<file path="src/rtl/div_unit.sv">
// div_unit: iterative radix-2 restoring divider for RV64M DIV/DIVU/REM/REMU and their *W forms.
// Special operand combinations resolve at issue in one cycle; the rest take one quotient bit per cycle.
package div_pkg;

  typedef enum logic [3:0] {
    OP_DIV  = 4'b0100,
    OP_DIVU = 4'b0101,
    OP_REM  = 4'b0110,
    OP_REMU = 4'b0111
  } md_op_t;

  typedef enum logic [2:0] {
    ST_NONE          = 3'd0,
    ST_ZERO_DIVISOR  = 3'd1,
    ST_OVERFLOW      = 3'd2,
    ST_ZERO_DIVIDEND = 3'd3,
    ST_SHORT_DIV     = 3'd4
  } div_status_t;

endpackage

module div_unit
  import div_pkg::*;
#(
  parameter int XLEN = 64
) (
  input  logic            clk,
  input  logic            reset,
  input  logic            flush,
  input  logic            div_req,
  output logic            div_ready,
  input  logic [3:0]      div_op,
  input  logic            word_op,
  input  logic [XLEN-1:0] operand1,
  input  logic [XLEN-1:0] operand2,
  output logic            result_valid,
  input  logic            result_ready,
  output logic [XLEN-1:0] result,
  output logic [2:0]      div_status
);

  typedef enum logic [1:0] {
    S_IDLE  = 2'd0,
    S_BUSY  = 2'd1,
    S_FIXUP = 2'd2,
    S_DONE  = 2'd3
  } state_t;

  function automatic logic [63:0] sext32(input logic [63:0] v);
    return {{32{v[31]}}, v[31:0]};
  endfunction

  function automatic logic [63:0] neg64(input logic [63:0] v);
    return 64'd0 - v;
  endfunction

  state_t      r_state;
  logic [5:0]  r_cnt;
  logic [63:0] r_rem;
  logic [63:0] r_quo;
  logic [63:0] r_dvsr;
  logic        r_neg_q;
  logic        r_neg_r;
  logic        r_rem_sel;
  logic        r_word;
  logic [63:0] r_result;
  div_status_t r_status;
  logic        r_valid;
  logic        r_ready;

  logic        w_uns;
  logic        w_rem_sel;
  logic [63:0] w_a_ext;
  logic [63:0] w_b_ext;
  logic        w_sign_a;
  logic        w_sign_b;
  logic [63:0] w_mag_a;
  logic [63:0] w_mag_b;
  logic [63:0] w_min_neg;
  div_status_t w_spec_st;
  logic [63:0] w_spec_q;
  logic [63:0] w_spec_r;
  logic [63:0] w_spec_sel;
  logic [63:0] w_spec_res;
  logic [64:0] w_shift;
  logic        w_ge;
  logic [63:0] w_diff;
  logic [63:0] w_q_fix;
  logic [63:0] w_r_fix;
  logic [63:0] w_fix_sel;
  logic [63:0] w_fix_res;
  logic        w_unused_op;

  assign w_unused_op = ^div_op[3:2];

  // Operand extension, magnitudes and special-case classification of the incoming request
  always_comb begin
    w_uns     = div_op[0];
    w_rem_sel = div_op[1];
    if (word_op) begin
      if (w_uns) begin
        w_a_ext = {32'd0, operand1[31:0]};
        w_b_ext = {32'd0, operand2[31:0]};
      end else begin
        w_a_ext = sext32(operand1);
        w_b_ext = sext32(operand2);
      end
      w_min_neg = 64'hFFFF_FFFF_8000_0000;
    end else begin
      w_a_ext   = operand1;
      w_b_ext   = operand2;
      w_min_neg = 64'h8000_0000_0000_0000;
    end

    // after extension, bit 63 carries the W-bit sign for both widths
    w_sign_a = ~w_uns & w_a_ext[63];
    w_sign_b = ~w_uns & w_b_ext[63];
    w_mag_a  = w_sign_a ? neg64(w_a_ext) : w_a_ext;
    w_mag_b  = w_sign_b ? neg64(w_b_ext) : w_b_ext;

    w_spec_st = ST_NONE;
    w_spec_q  = 64'd0;
    w_spec_r  = 64'd0;
    if (w_b_ext == 64'd0) begin
      w_spec_st = ST_ZERO_DIVISOR;
      w_spec_q  = 64'hFFFF_FFFF_FFFF_FFFF;
      w_spec_r  = w_a_ext;
    end else if (!w_uns && (w_a_ext == w_min_neg) && (w_b_ext == 64'hFFFF_FFFF_FFFF_FFFF)) begin
      w_spec_st = ST_OVERFLOW;
      w_spec_q  = w_a_ext;
      w_spec_r  = 64'd0;
    end else if (w_a_ext == 64'd0) begin
      w_spec_st = ST_ZERO_DIVIDEND;
      w_spec_q  = 64'd0;
      w_spec_r  = 64'd0;
    end else if (w_mag_b > w_mag_a) begin
      w_spec_st = ST_SHORT_DIV;
      w_spec_q  = 64'd0;
      w_spec_r  = w_a_ext;
    end else begin
      w_spec_st = ST_NONE;
      w_spec_q  = 64'd0;
      w_spec_r  = 64'd0;
    end

    w_spec_sel = w_rem_sel ? w_spec_r : w_spec_q;
    w_spec_res = word_op ? sext32(w_spec_sel) : w_spec_sel;
  end

  // One restoring step plus the sign/width fixup of the finished quotient and remainder
  always_comb begin
    // 65-bit partial remainder: an unsigned divisor near 2^64 can make the shifted value overflow 64 bits
    w_shift   = {r_rem, r_quo[63]};
    w_ge      = (w_shift >= {1'b0, r_dvsr});
    w_diff    = w_shift[63:0] - r_dvsr;
    w_q_fix   = r_neg_q ? neg64(r_quo) : r_quo;
    w_r_fix   = r_neg_r ? neg64(r_rem) : r_rem;
    w_fix_sel = r_rem_sel ? w_r_fix : w_q_fix;
    w_fix_res = r_word ? sext32(w_fix_sel) : w_fix_sel;
  end

  // Control FSM and datapath registers
  always_ff @(posedge clk) begin
    if (reset) begin
      r_state   <= S_IDLE;
      r_cnt     <= 6'd0;
      r_rem     <= 64'd0;
      r_quo     <= 64'd0;
      r_dvsr    <= 64'd0;
      r_neg_q   <= 1'b0;
      r_neg_r   <= 1'b0;
      r_rem_sel <= 1'b0;
      r_word    <= 1'b0;
      r_result  <= 64'd0;
      r_status  <= ST_NONE;
      r_valid   <= 1'b0;
      r_ready   <= 1'b1;
    end else if (flush) begin
      r_state <= S_IDLE;
      r_valid <= 1'b0;
      r_ready <= 1'b1;
    end else begin
      case (r_state)
        S_IDLE: begin
          if (div_req) begin
            r_rem_sel <= w_rem_sel;
            r_word    <= word_op;
            r_neg_q   <= w_sign_a ^ w_sign_b;
            r_neg_r   <= w_sign_a;
            r_dvsr    <= w_mag_b;
            r_rem     <= 64'd0;
            r_ready   <= 1'b0;
            if (w_spec_st != ST_NONE) begin
              r_result <= w_spec_res;
              r_status <= w_spec_st;
              r_valid  <= 1'b1;
              r_state  <= S_DONE;
            end else begin
              // word dividends sit in the upper half so 32 shifts consume exactly their bits
              r_quo   <= word_op ? {w_mag_a[31:0], 32'd0} : w_mag_a;
              r_cnt   <= word_op ? 6'd31 : 6'd63;
              r_state <= S_BUSY;
            end
          end
        end
        S_BUSY: begin
          r_rem <= w_ge ? w_diff : w_shift[63:0];
          r_quo <= {r_quo[62:0], w_ge};
          if (r_cnt == 6'd0) begin
            r_state <= S_FIXUP;
          end else begin
            r_cnt <= r_cnt - 6'd1;
          end
        end
        S_FIXUP: begin
          r_result <= w_fix_res;
          r_status <= ST_NONE;
          r_valid  <= 1'b1;
          r_state  <= S_DONE;
        end
        S_DONE: begin
          if (result_ready) begin
            r_valid <= 1'b0;
            r_ready <= 1'b1;
            r_state <= S_IDLE;
          end
        end
        default: begin
          r_valid <= 1'b0;
          r_ready <= 1'b1;
          r_state <= S_IDLE;
        end
      endcase
    end
  end

  assign div_ready    = r_ready;
  assign result_valid = r_valid;
  assign result       = r_result;
  assign div_status   = r_status;

endmodule

</file>
<file path="config.mk">
export PLATFORM = sky130hd
export DESIGN_NAME = div_unit
export DESIGN_NICKNAME = d
export VERILOG_FILES = /design/src/rtl/div_unit.sv
export SDC_FILE = /design/constraint.sdc
export NUM_CORES = 1
export LEC_CHECK = 0
export BUFFER_PORTS_ARGS = -buffer_cell sky130_fd_sc_hd__buf_2
export CAP_MARGIN = 20
export CORE_MARGIN = 1.5
export CORE_UTILIZATION = 30
export CTS_CLUSTER_SIZE = 24
export DETAILED_ROUTE_END_ITERATION = 12
export SLEW_MARGIN = 10
export SYNTH_ARGS = -nofsm -noshare
export SYNTH_HDL_FRONTEND = slang
export SYNTH_SLANG_ARGS = --single-unit
</file>
<file path="constraint.sdc">
create_clock -name clk -period 6.1 [get_ports clk]
set_input_delay 0.915 -clock clk [delete_from_list [all_inputs] [get_ports clk]]
set_output_delay 0.915 -clock clk [all_outputs]
set_load 0.005 [all_outputs]
</file>
# --- Word-level counts from Yosys, hierarchy flattened ---
# Index checks and enable logic that the tools add are counted.
totals:
  output_inout_bits: 69
  register_bits: 273
  elab_cells: 111
  in_bits: 138
op_classes:
  add_sub_neg: 6
  n_mux: 53
  n_bitwise: 5
  eq_ne: 11
  reduce_logical: 21
  n_lt_le_gt_ge: 2
ops:
  columns: ["operator", "count"]
  rows:
  - ["2-to-1 mux 64 bit", 25]
  - ["one-hot mux 64 bit (2 select lines)", 3]
  - ["subtractor 1 x 64 -> 64 bit (first input constant)", 4]
  - ["logical NOT 64 bit", 2]
  - [">= comparator 65 x 64 -> 1 bit", 1]
  - ["equality test 64 bit", 1]
  - ["equality test 64 bit (second input constant)", 1]
  - ["> comparator 64 bit", 1]
  - ["subtractor 64 bit", 1]
  - ["2-to-1 mux 63 bit", 1]
  - ["2-to-1 mux 6 bit", 4]
  - ["2-to-1 mux 3 bit", 6]
  - ["inequality test 2 bit (second input constant)", 6]
  - ["one-hot mux 6 bit (2 select lines)", 1]
  - ["AND reduction 3 bit", 4]
  - ["AND reduction 4 bit", 3]
  - ["2-to-1 mux 2 bit", 4]
  - ["one-hot mux 2 bit (4 select lines)", 1]
  - ["logical NOT 6 bit", 1]
  - ["one-hot mux 3 bit (2 select lines)", 1]
  - ["nonzero test 2 bit", 3]
  - ["nonzero test 3 bit", 2]
  - ["subtractor 6 x 1 -> 6 bit (second input constant)", 1]
  - ["2-to-1 mux 1 bit", 5]
  - ["12 further kinds", 16]

# --- Longest topological paths before layout ---
# Gate-level depths: netlist of run 1.
logic_depth:
  word_depth: 14
  ltp_mapped: 25
  mapped_depth_nobuf: 21

# --- Worst setup path after synthesis of run 1 ---
# OpenSTA, ideal clock, no wires.
synth_timing:
  path_kind: "input port to flip-flop"
  from: "input port operand1[5]"
  to: "register r_result[49] (netlist: result[49])"
  path_stages: 18
  required_ns: 6.031
  setup_slack_ns: -0.147
  t_arrival_ns: 6.179
  cell_sequence: "or4_4 -> or4b_1 -> buf_2 -> or3_4 -> o41ai_1 -> xnor2_1 -> ha_1 -> nand4_1 -> or4_1 -> or2_2 -> a211oi_1 -> a21oi_1 -> a21oi_1 -> a21oi_2 -> nor3b_1 -> clkbuf_1 -> a21oi_1 -> o21ai_1"
synth_between:
  elab_chain_cells: 14
  elab_cells_between_ends: 27
  classes_between: "1 x add/sub; 1 x order compare; 2 x eq/ne; 18 x mux; 5 x reduce/logical"
synth_rtl:
  columns: ["element", "line_no", "rtl"]
  rows:
  - ["from (decl)", "34", "input logic [XLEN-1:0] operand1,"]
  - ["2-to-1 mux 64 bit", "101", "if (w_uns) begin"]
  - ["2-to-1 mux 64 bit (*)", "100", "if (word_op) begin"]
  - ["subtractor 1 x 64 -> 64 bit", "54", "return 64'd0 - v;"]
  - ["2-to-1 mux 64 bit", "118", "w_mag_a = w_sign_a ? neg64(w_a_ext) : w_a_ext;"]
  - ["> comparator 64 bit", "136", "end else if (w_mag_b > w_mag_a) begin"]
  - ["2-to-1 mux 64 bit", "136", null]
  - ["2-to-1 mux 64 bit", "132", "end else if (w_a_ext == 64'd0) begin"]
  - ["2-to-1 mux 64 bit", "128", "end else if (!w_uns && (w_a_ext == w_min_neg) && (w_b_ext == 64'hFFFF_FFFF_FFFF_FFFF)) begin"]
  - ["2-to-1 mux 64 bit", "124", "if (w_b_ext == 64'd0) begin"]
  - ["2-to-1 mux 64 bit", "146", "w_spec_sel = w_rem_sel ? w_spec_r : w_spec_q;"]
  - ["2-to-1 mux 64 bit", "147", "w_spec_res = word_op ? sext32(w_spec_sel) : w_spec_sel;"]
  - ["2-to-1 mux 64 bit", "193", "if (w_spec_st != ST_NONE) begin"]
  - ["2-to-1 mux 64 bit", "185", "if (div_req) begin"]
  - ["one-hot mux 64 bit (2 select lines)", "183", "case (r_state)"]
  - ["to (signal assigned)", "194", "r_result <= w_spec_res;"]
  - ["to (signal assigned)", "216", "r_result <= w_fix_res;"]
  - ["to (decl)", "66", "logic [63:0] r_result;"]
# Every way passes the cells marked *; elsewhere a longest branch is shown, timed or not. The select of a mux whose other input is x is not followed.
# A chain may end at the register's enable or synchronous reset.

# --- Final worst setup path of run 1 ---
layout_timing:
  from: "input port operand1[22]"
  to: "register r_result[46] (netlist: result[46])"
# Same word-level chain as after synthesis.

==> results of run 1 <==
-- power by group through the flow --
stage | clock network, mW | registers (mW) | logic [mW]
4_1_cts | 2.29 | 1.99 | 2.20
5_1_grt | 2.35 | 2.02 | 2.68
2_1_floorplan | 0 | 2.00 | 1.27
3_5_place_dp | 0 | 2.03 | 2.18
6_report | 2.27 | 2.01 | 2.52
3_3_place_gp | 0 | 2.03 | 2.17
-- metrics by stage --
stage,setup TNS (ns),power (mW),std cells
4_1_cts,0,6.49,4846
6_report,-1.12,6.80,4889
2_1_floorplan,-0.400,3.27,3366
3_3_place_gp,-109.88,4.20,4783
3_5_place_dp,-119.59,4.21,4783
5_1_grt,-11.93,7.05,4887
-- how the worst max path moves through the flow --
stage	end	cells past startpoint	slack, ns	startpoint
2_1_floorplan	result[49]	18	-0.03	operand1[5]
3_3_place_gp	r_quo[63]	26	-0.92	operand1[5]
3_5_place_dp	r_quo[63]	26	-0.99	operand1[5]
4_1_cts	r_quo[44]	30	0.007	operand2[14]
5_1_grt	result[41]	27	-0.19	operand1[22]
6_report	result[46]	22	-0.09	operand1[22]
-- sequential cells by signal (all words and copies together), names as in the netlist --
name / flops
r_dvsr: 64
r_quo: 64
r_rem: 64
result: 64
r_cnt: 6
div_status: 3
r_state: 2
div_ready: 1
r_neg_q: 1
r_neg_r: 1
r_rem_sel: 1
r_word: 1
result_valid: 1
-- logic make-up (layout without fill, tap and decap cells) --
family          count (synthesis)  count (layout)  synth area share
flops                         273             273             0.227
fa+ha+maj                     140             140            0.0732
simple gates                 1130            1130             0.219
compound gates               1103            1104             0.291
other cells                     0               2                 0
mux                            43              43            0.0181
buf+inv                       377             847            0.0621
xor+xnor                      300             300             0.109
-- cell usage after synthesis (all sizes together), types with 65 or more instances --
master / n
o31ai: 65
nor3: 94
a21oi: 273
xnor2: 144
xor2: 156
dfxtp: 273
inv: 155
ha: 139
o21ai: 308
clkbuf: 181
nor2: 293
nand2: 420
a211oi: 74
a21o: 66
-- metal layers --
| metal | share of wire | global-route usage | wire length [um] |
|---|---|---|---|
| met1 | 0.43 | 0.364 | 49500 |
| met2 | 0.43 | 0.398 | 48900 |
| met3 | 0.10 | 0.0424 | 11700 |
| met4 | 0.035 | 0.0843 | 3940 |
| met5 | 0.00043 | 0 | 49 |
-- worst min-delay path: stages, from the launching register on --
cell and delay (ns):
dfxtp_1 0.30, nand2_1 0.05, o21ai_1 0.05
-- cell type report --
cell class / instances / area (um2)
fill: 8336 / 47500
multi-input combinational: 2717 / 18100
sequential: 273 / 5470
timing repair buffer: 631 / 4920
tap: 1050 / 1310
clock buffer: 48 / 1030
inverter: 156 / 586
clock inverter: 12 / 188
antenna: 2 / 5.00
-- what timing repair did --
| action | 4_1_cts | 5_1_grt |
|---|---|---|
| gates cloned | 1 | 23 |
| hold buffers | 0 | 0 |
| pin swaps | 7 | 88 |
| buffers inserted | 2 | 20 |
| setup endpoints to repair | 136 | 138 |
| resized for setup | 13 | 195 |
==> results.sh, run 1 <==
export IMPL_status="finished, violations left"
export IMPL_violations="negative setup slack"
export IMPL_async_flop_share=0
export IMPL_placed_cell_area_um2=28700
export IMPL_ys_ff_latch=273
export IMPL_rsz0062_at_grt="true"
export IMPL_avgViaCountPerCell=5.74
export IMPL_max_cap_violations=0
export IMPL_grt_usage=0.258
export IMPL_avgSynthCellArea_um2=7.14
export IMPL_synth_top_area_cell="dfxtp_1"
export IMPL_clk_root_buffer_cell="clkbuf_16"
export IMPL_timing_rr_start="r_rem[0]"
export IMPL_die_width_um=286
export IMPL_port_buffers=204
export IMPL_area_delta_synth_final_pct=31.4
export IMPL_final_antenna_net_count=0
export IMPL_rows=103
export IMPL_worstPathArrival_ns=6.69
export IMPL_route_detailed_drc=0
export IMPL_synth_area_leaders="dfxtp_1 (23%), ha_1 (7.2%), nand2_1 (6.6%), xor2_1 (5.7%), a21oi_1 (5.7%)"
export IMPL_ys_warnings_count=0
export IMPL_synthCells=3366
export IMPL_ys_flop_type="dfxtp_1"
export IMPL_synth_top_cell_area_share=0.227
export IMPL_synth_cell_type_count=91
export IMPL_end_kind="register"
export IMPL_cp_max_fo=11
export IMPL_first_pass_iters=8
export IMPL_clock_fmax_mhz=162
export IMPL_final_common_cell="nand2_1"
export IMPL_numCtsBuffers=35
export IMPL_p_leak_nw=13.1
export IMPL_totalWireLength_mm=114
export IMPL_utilization=0.399
export IMPL_finClkSkew_ns=0.0351
export IMPL_path_delay_family="simple AND/OR/NAND/NOR gates"
export IMPL_ios=207
export IMPL_num_vias=28082
export IMPL_grt_max_degree=114
export IMPL_r2r_slack_ns=1.26
export IMPL_drv_slew=0
export IMPL_core_area_um2=79100
export IMPL_cp_buffers_inverters=6
export IMPL_pwr_share_clk=0.334
export IMPL_fin_ws_ns=-0.0906
export IMPL_syn_num_nets=3644
export IMPL_hold_depth=2
export IMPL_hpwlAfterDp_mm=85.6
export IMPL_holdWs_ns=0.441
export IMPL_crit_type="in2reg"
export IMPL_place_ws_ns=-0.989
export IMPL_insertion_delay_ns=0.58
export IMPL_power_switching_mw=2.54
export IMPL_fin_crit_sh=1.01
export IMPL_drt_initial_drc_count=3350
export IMPL_grt_first_pass_wirelength_mm=161
export IMPL_gr_total_overflow=0
export IMPL_cts_tree="done"
export IMPL_hold_path_class="reg2reg"
export IMPL_startpoint_type="input pin"
export IMPL_hold_path_endpoint="result[52]"
export IMPL_synth_edf_count=0
export IMPL_ctsHtreeMaxLevel=2
export IMPL_synth_area_um2=24000
export IMPL_min_from="result[52]"
export IMPL_ir_drop_mv=0.151
export IMPL_die_y_um=286
export IMPL_die_area_um2=81900
export IMPL_nets=4092
export IMPL_r2r_cells=12
export IMPL_path_cells="buf_6 > or4_4 > or4_4 > or3_4 > or3_4 > o41ai_4 > mux2i_1 > buf_4 > ha_1 > nand4_1 > or4_4 > a211oi_1 > a21oi_1 > a21oi_2 > buf_4 > a21oi_2 > buf_4 > nor3b_4 > buf_6 > clkbuf_16 > a21oi_1 > o21ai_1"
export IMPL_critPathSlowestCell="or4_4"
export IMPL_switching_share=0.374
export IMPL_most_common_layout_cells="nand2_1 (409), buf_4 (368), nor2_1 (271)"
export IMPL_pwr_share_seq=0.296
export IMPL_clkSinkCount=273
export IMPL_cpPeakStageDelay_ns=0.60
export IMPL_setup_violations=19
export IMPL_start_util=0.304
export IMPL_min_period_ns=6.19
export IMPL_yosysSeqAreaShare=0.227
export IMPL_critPathRequiredTime_ns=6.60
export IMPL_layout_drive_gt1_share=0.235
export IMPL_path_clk_slew_ns=0.06
export IMPL_antenna_found_initial=6
export IMPL_grt_pass1_vias=25278
export IMPL_clock_path_buffers=3
export IMPL_tightest_slew_ns=1.31
export IMPL_reg2reg_to="r_rem[9]"
export IMPL_p_per_area_nw_per_um2=215
export IMPL_combPwrFrac=0.370
export IMPL_p_int_mw=4.25
export IMPL_gp_congestion=0.994
export IMPL_relSlewSlack=0.124
export IMPL_hold_viol=0
export IMPL_wl_per_cell_um=23.3
export IMPL_design_area_um2=31600
(Power assumes the default switching activity.)
==> run 2, diff against run 1 <==
--- a/config.mk
+++ b/config.mk
@@ -5,12 +5,14 @@
 export SDC_FILE = /design/constraint.sdc
 export NUM_CORES = 1
 export LEC_CHECK = 0
-export BUFFER_PORTS_ARGS = -buffer_cell sky130_fd_sc_hd__buf_2
+export ABC_AREA = 1
 export CAP_MARGIN = 20
 export CORE_MARGIN = 1.5
 export CORE_UTILIZATION = 30
 export CTS_CLUSTER_SIZE = 24
 export DETAILED_ROUTE_END_ITERATION = 12
+export DONT_BUFFER_PORTS = 1
+export PLACE_DENSITY = 0.45
 export SLEW_MARGIN = 10
 export SYNTH_ARGS = -nofsm -noshare
 export SYNTH_HDL_FRONTEND = slang
==> run 2 against run 1 <==
Net effect: the run now ends clean; clock power shrank 3%; register-to-register slack better by 0.68 ns; sequential share of layout area decreased by 0.13 points; first-iteration DRC count rose by 20%; core utilization down 6.5 points; largest power group unchanged; die area rose by 20%; largest cell class unchanged; power rose by 10%; clock skew down 0.0042 ns; count of clock-buffer cells in the layout rose by 7; synthesized cell count increased by 52%.
==> results.sh, run 2 <==
export IMPL_final_common_cell="nand2_1"
export IMPL_utilization=0.335
export IMPL_hpwlAfterDp_mm=131
export IMPL_die_y_um=313
export IMPL_met1_length_mm=70.9
export IMPL_path_delay_family="simple AND/OR/NAND/NOR gates"
export IMPL_grt_max_degree=143
export IMPL_yosysSeqAreaShare=0.190
export IMPL_cp_max_fo=14
export IMPL_hold_viol=0
export IMPL_die_area_um2=98000
export IMPL_setup_violations=0
export IMPL_ir_drop_mv=0.190
export IMPL_grt_first_pass_wirelength_mm=227
export IMPL_antenna_found_initial=2
export IMPL_critPathSlowestCell="nand2_2"
export IMPL_start_util=0.303
export IMPL_end_kind="register"
export IMPL_p_leak_nw=15.7
export IMPL_drt_initial_drc_count=4022
export IMPL_avgSynthCellArea_um2=5.64
export IMPL_first_pass_iters=6
export IMPL_area_delta_synth_final_pct=10.4
export IMPL_status="complete, no violations"
export IMPL_finClkSkew_ns=0.0308
export IMPL_route_detailed_drc=0
export IMPL_insertion_delay_ns=0.58
export IMPL_cts_setup_buffers=0
export IMPL_post_cts_resized=0
export IMPL_synth_common_cells="nand2_1 (1,334), nor2_1 (647), inv_1 (582)"
export IMPL_drv_slew=0
export IMPL_place_ws_ns=0.246
export IMPL_tightest_slew_ns=1.19
export IMPL_grt_usage=0.316
export IMPL_totalWireLength_mm=159
export IMPL_tns_ns=0
export IMPL_syn_num_nets=5388
export IMPL_clk_root_buffer_cell="clkbuf_16"
export IMPL_synth_cell_type_count=57
export IMPL_wl_per_cell_um=25.0
export IMPL_cts_hold_buffers=0
export IMPL_die_width_um=313
export IMPL_clock_path_buffers=3
export IMPL_final_antenna_net_count=0
export IMPL_gr_total_overflow=0
export IMPL_grt_pass1_vias=32207
export IMPL_numCtsBuffers=37
export IMPL_placed_cell_area_um2=30600
export IMPL_clock_fmax_mhz=185
export IMPL_synth_top_cell_area_share=0.190
export IMPL_async_flop_share=0
export IMPL_power_switching_mw=3.38
export IMPL_min_period_ns=5.40
export IMPL_synth_area_leaders="dfxtp_1 (19%), nand2_1 (17%), a21oi_1 (8.8%), nor2_1 (8.4%), inv_1 (7.6%)"
export IMPL_startpoint_type="input pin"
export IMPL_fin_ws_ns=0.703
export IMPL_avgViaCountPerCell=5.43
export IMPL_ys_warnings_count=0
export IMPL_worstPathArrival_ns=5.90
export IMPL_port_buffers=0
export IMPL_fin_crit_sh=0.885
export IMPL_ys_ff_latch=273
export IMPL_path_clk_slew_ns=0.06
export IMPL_max_cap_violations=0
export IMPL_wl_met3_mm=11.7
export IMPL_ctsHtreeMaxLevel=2
export IMPL_cp_buffers_inverters=5
export IMPL_cpPeakStageDelay_ns=0.33
export IMPL_nets=5343
export IMPL_pwr_share_seq=0.282
export IMPL_top_layer="met4"
export IMPL_most_common_layout_cells="nand2_1 (1,332), nor2_1 (642), inv_1 (580)"
export IMPL_rows=113
export IMPL_synth_most_common_cell="nand2_1"
export IMPL_hold_path_class="in2reg"
export IMPL_pwr_share_clk=0.294
export IMPL_synth_edf_count=0
export IMPL_critPathRequiredTime_ns=6.60
export IMPL_synthCells=5110
export IMPL_core_area_um2=95200
export IMPL_cts_tree="done"
export IMPL_layout_drive_gt1_share=0.0483
export IMPL_p_per_area_nw_per_um2=235
export IMPL_cpMostUsedCell="nand2_1"
export IMPL_switching_share=0.452
export IMPL_synth_top_area_cell="dfxtp_1"
export IMPL_clkSinkCount=273
export IMPL_relSlewSlack=0.203
export IMPL_rsz0062_at_grt="false"
export IMPL_met2_wirelength_mm=68.3
export IMPL_num_vias=34545
export IMPL_gp_congestion=0.987
export IMPL_ios=207
export IMPL_design_area_um2=31800
export IMPL_combPwrFrac=0.424
export IMPL_ys_flop_type="dfxtp_1"
export IMPL_p_int_mw=4.11
export IMPL_crit_type="in2reg"
export IMPL_synth_area_um2=28800
## run 2: area by class of cell
class | instances | area, um2
inverter | 593 | 2230
antenna | 1 | 2.50
clock inverter | 10 | 97.6
sequential | 273 | 5470
clock buffer | 55 | 1080
multi-input combinational | 4025 | 20200
timing repair buffer | 135 | 1180
fill | 11136 | 63300
tap | 1265 | 1580
## run 2: path summary, 6_finish.rpt
kind,from,to,slack (ns),cells after the start
hold reg to reg,r_cnt[5],r_cnt[5],0.48,2
setup / recovery,operand2[1],result[22],0.70,31
hold / removal,reset,r_rem[9],0.42,1
setup reg to reg,r_dvsr[58],r_rem[14],1.94,12
## run 2: metrics by stage
| stage | total power [mW] | std cells | hold slack [ns] |
|---|---|---|---|
| 2_1_floorplan | 4.04 | 5110 | 0.439 |
| 3_3_place_gp | 5.22 | 6290 | 0.451 |
| 3_5_place_dp | 5.23 | 6291 | 0.466 |
| 4_1_cts | 7.45 | 6356 | 0.387 |
| 5_1_grt | 7.90 | 6356 | 0.401 |
| 6_report | 7.49 | 6357 | 0.421 |
## run 2: worst register-to-register path, delay by kind of cell (launching register included)
family,cells,cell delay [ns]
AO/OA/AOI/OAI,2,0.30
adder cells (fa/ha/maj),1,0.43
buffers and inverters,2,0.71
flip-flops,1,0.52
AND/OR/NAND/NOR,7,2.10
## run 2: kinds of logic after synthesis
logic type                 after synthesis  share of synthesized area
buffers and inverters                  812                      0.113
and+or+nand+nor                       2597                      0.375
DFF                                    273                      0.190
xor gates and xnor gates               194                     0.0589
AOI/OAI and AO/OA                     1088                      0.200
adders and majority gates              140                     0.0610
muxes                                    6                    0.00208
## run 2: layer usage
layer / up-vias / global-route usage
met3: 260 / 0.0497
li1: 16638 / -
met2: 1415 / 0.484
met1: 16232 / 0.433
met5: - / 0
met4: 0 / 0.143
## run 2: power groups by stage
| stage | registers, mW | logic (mW) | clock network [mW] |
|---|---|---|---|
| after floorplan | 2.06 | 1.98 | 0 |
| after global placement | 2.15 | 3.08 | 0 |
| after detailed placement | 2.15 | 3.08 | 0 |
| after CTS | 2.11 | 3.09 | 2.24 |
| after global routing | 2.13 | 3.47 | 2.31 |
| final | 2.12 | 3.17 | 2.20 |
